[config.mk]
export PLATFORM = sky130hd
export DESIGN_NAME = tt_step_timer
export DESIGN_NICKNAME = d
export VERILOG_FILES = /design/src/rtl/tt_step_timer.sv
export SDC_FILE = /design/constraint.sdc
export NUM_CORES = 1
export LEC_CHECK = 0
export CAP_MARGIN = 20
export CORE_AREA = 8 8 45 47
export DETAILED_ROUTE_END_ITERATION = 16
export DIE_AREA = 0 0 53 55
export SLEW_MARGIN = 20
export SYNTH_ARGS = -nofsm -noshare
export SYNTH_HDL_FRONTEND = slang
export SYNTH_SLANG_ARGS = --single-unit
[constraint.sdc]
create_clock -name clk -period 1.7 [get_ports clk]
set_clock_uncertainty 0.05 [all_clocks]
set_input_delay 0.17 -clock clk [delete_from_list [all_inputs] [get_ports clk]]
set_output_delay 0.17 -clock clk [all_outputs]
set_load 0.01 [all_outputs]
[src/rtl/tt_step_timer.sv]
// tt_step_timer: STEP_CYC-modulo hold counter with clear and last-cycle strobe
module tt_step_timer #(
    parameter int STEP_CYC = 1
) (
    input  logic clk,
    input  logic rst_n,
    input  logic clr_i,
    input  logic en_i,
    output logic last_o
);
    logic [3:0] cnt_q, cnt_d;
    assign last_o = cnt_q == 4'(STEP_CYC - 1);
    always_comb cnt_d = clr_i ? 4'd0 : !en_i ? cnt_q : last_o ? 4'd0 : cnt_q + 4'd1;
    always_ff @(posedge clk or negedge rst_n) begin
        if (!rst_n) cnt_q <= '0;
        else cnt_q <= cnt_d;
    end
endmodule

==> impl_results.md <==
* GP Congestion at 0.617
* Final period util at 90.6%
* Fraction of the yosys area taken by sequential cells at 46.5%
* Setup WS post-layout at 160 ps
* Arrival @ worst endpoint at 1320 ps
* Unrepaired setup endpoints after global routing: false
* Design Area, Final at 317 µm²
* Pre-antenna DRT Iters at 2
* Synth Flop Type: dfrtp_1
* Crit-path leading delay family: flip-flops
* Pin count of the biggest net entering global routing at 6
* Maxcap violations at 0
* Outcome: completed
* Comb pwr share at 5.3%
* Max FFs per register at 4
* Syn Nets at 27
* Vias in the first global route at 185
* Antenna Nets Post-Route at 0
* Reg power frac at 43.4%
* Cells after Synth at 21
* Area post-placement at 290 µm²
* Most common cell in the synthesized netlist: dfrtp_1
* Core ar. at between 1000 and 1500 µm²
* CTS tree: yes
* Buf/Inv on CP at 2
* Ys async rst share at 100%
* Top Registers: cnt_q (4)
* Multi-input gate area at 109 µm²
* DIE WIDTH at 53 µm
* HP Class: primary input to asynchronous set/reset pin
* Inserted Clock Buffers at 3
* CTS max path bufs at 2
* Ant. Diodes at 0
* Static leakage at 0.137 nW
* DRT iter0 DRCs at 3
* Post-synthesis area per instance at 10.2 µm²
* Number of synthesized flops with an enable pin at 0
* H-tree lvl count at 1
* CTS root buf: clkbuf_4
* Post-CTS setup buffers at 0
* Setup violators final at 0
* Synthesis-to-finish area growth at 47.1%
* PD cells at 698 nW/µm²
* DRC at 0
* Number of I/O port buffers at 4
* Clock Pin Slew Worst Setup and Hold Paths at 40 ps
* Net Sw Frac at 17.9%
* Max Fanout on Critical Path at 2
* Global-route usage over all layers at 3.78%
* Initial antenna violation count at 0
* Clk pwr share at roughly half
* F_max at 649 MHz
* VDD IR max at between 0.2 and 0.25 mV
* Global route total overflow at 0
* Final std cells w/o fill at 46
* Critical path cell sequence: inv_1, ha_1, nor3b_2, dlygate4sd2_1
* DP Cell Count at 43
* CP required at 1480 ps
* Routed vias/inst at 3.80
* Yosys warns at 0
* CP max-delay cell: dfrtp_1
* Crit path capture type: primary output
* I/O pins at 5
* Nets at 38
* Share of layout cells above drive strength 1 at 20.0%
* Die area at 2920 µm²
* Fin. Hold Viols at 0
* Cell variety after synth at 13
* Largest register by flop count: cnt_q
* Routed wire length at roughly 420 µm
* Mapped Area at 215 µm²
* P_int at 0.181 mW
* Largest area contributor in the netlist: dfrtp_1
* Filler instances at 145
* Top-area cell type share of the netlist area at 46.5%
* Register area at ~100 µm²
* CP Launch Type: flip-flop
* Synth Register Bits at 4
* Top post-synthesis cells by area: dfrtp_1 (47%), ha_1 (12%), inv_1 (5.2%), mux2i_1 (4.7%), or4b_1 (4.7%)
* Critical path class: flip-flop to primary output
* Total number of vias at roughly 180
* Setup TNS at 0 ps
* Final critical-path required period at 1540 ps
* Die H at 55 µm
* Place WS at 39.2 ps
* WL/cell at 9.17 µm
* Post-synth top cells: dfrtp_1 (4), inv_1 (3), ha_1 (2), nand2_1 (2), nor2_1 (2)
* Slew Limit Fails at 0
* Crit-path max cell delay at 380 ps
* Placement Rows at 14
* Slew headroom at between 80% and 90%
* Clock sinks at 4
* Worst-Margin Slew at 238 ps
* First-pass GRT wire length at 745 µm
* Initial Util at 15.6%
* Overall power at 0.221 mW
* Worst skew pair latency at approximately 230 ps
* Net Sw Power at 0.0396 mW
cells by family (layout without fill, tap and decap cells):
kind of cell,after synthesis,in the layout,synth area share [%]
AO/OA/AOI/OAI,3,3,9.88
buffers and inverters,3,12,5.23
adder cells (fa/ha/maj),2,2,11.6
flip-flops,4,4,46.5
multiplexers,1,1,4.65
XOR/XNOR,1,1,4.07
AND/OR/NAND/NOR,7,7,18.0
layer usage:
metal	track usage (%)	part of all wire [%]	vias to the layer above
met1	4.29	47	77
met2	3.71	38	5
li1	-	-	91
met5	0	0	-
met4	5.17	0.95	0
met3	2.67	13	2
power groups by stage:
stage | combinational (mW) | sequential [mW] | clock [mW]
after detailed placement | 0.0118 | 0.0969 | 0
final | 0.0117 | 0.0958 | 0.113
after CTS | 0.0120 | 0.0958 | 0.121
after global routing | 0.0129 | 0.0957 | 0.125
after global placement | 0.0118 | 0.0969 | 0
after floorplan | 0.000747 | 0.0970 | 0
cell usage in the layout (no fill, tap or decap):
cell type,count
a211o_1,1
a21oi_1,1
buf_4,2
clkbuf_4,3
clkdlybuf4s50_1,3
dfrtp_1,4
dlygate4sd2_1,1
ha_1,2
inv_1,3
mux2i_1,1
nand2_1,2
nand4_1,1
nor2_1,2
nor3b_2,1
o31ai_1,1
or4b_1,1
xnor2_1,1
area by class of cell:
| cell class | count | area share (%) |
|---|---|---|
| multi-input cells | 14 | 34.4 |
| flip-flops and latches | 4 | 31.6 |
| repair buffers | 6 | 17.0 |
| clock buffers | 3 | 7.11 |
| well taps | 16 | 6.32 |
| inverters | 3 | 3.56 |
stage by stage:
| stage | hold slack (ps) | utilization (%) |
|---|---|---|
| 2_1_floorplan | -176 | - |
| 3_3_place_gp | 329 | 21.0 |
| 3_5_place_dp | 335 | 21.0 |
| 4_1_cts | 86.1 | 22.5 |
| 5_1_grt | 96.0 | 22.9 |
| 6_report | 88.2 | 22.9 |
timing repair:
item	in CTS	in global routing
endpoints found under the setup margin	1	1
gates resized for setup	1	1
hold buffers	0	0
gates cloned	0	0
pin swaps	0	0
path summary, 6_finish.rpt:
check / depth (start not counted) / to / from / slack (ps)
max: 4 / last_o / cnt_q[0] / 160
min: 1 / cnt_q[3] / rst_n / 90
max reg2reg: 5 / cnt_q[0] / cnt_q[0] / 210
min reg2reg: 2 / cnt_q[2] / cnt_q[2] / 530
max in group asynchronous: 1 / cnt_q[0] / rst_n / 1350
min in group clk: 2 / cnt_q[2] / cnt_q[2] / 530
Note: power is estimated with default switching activity, not from simulation.
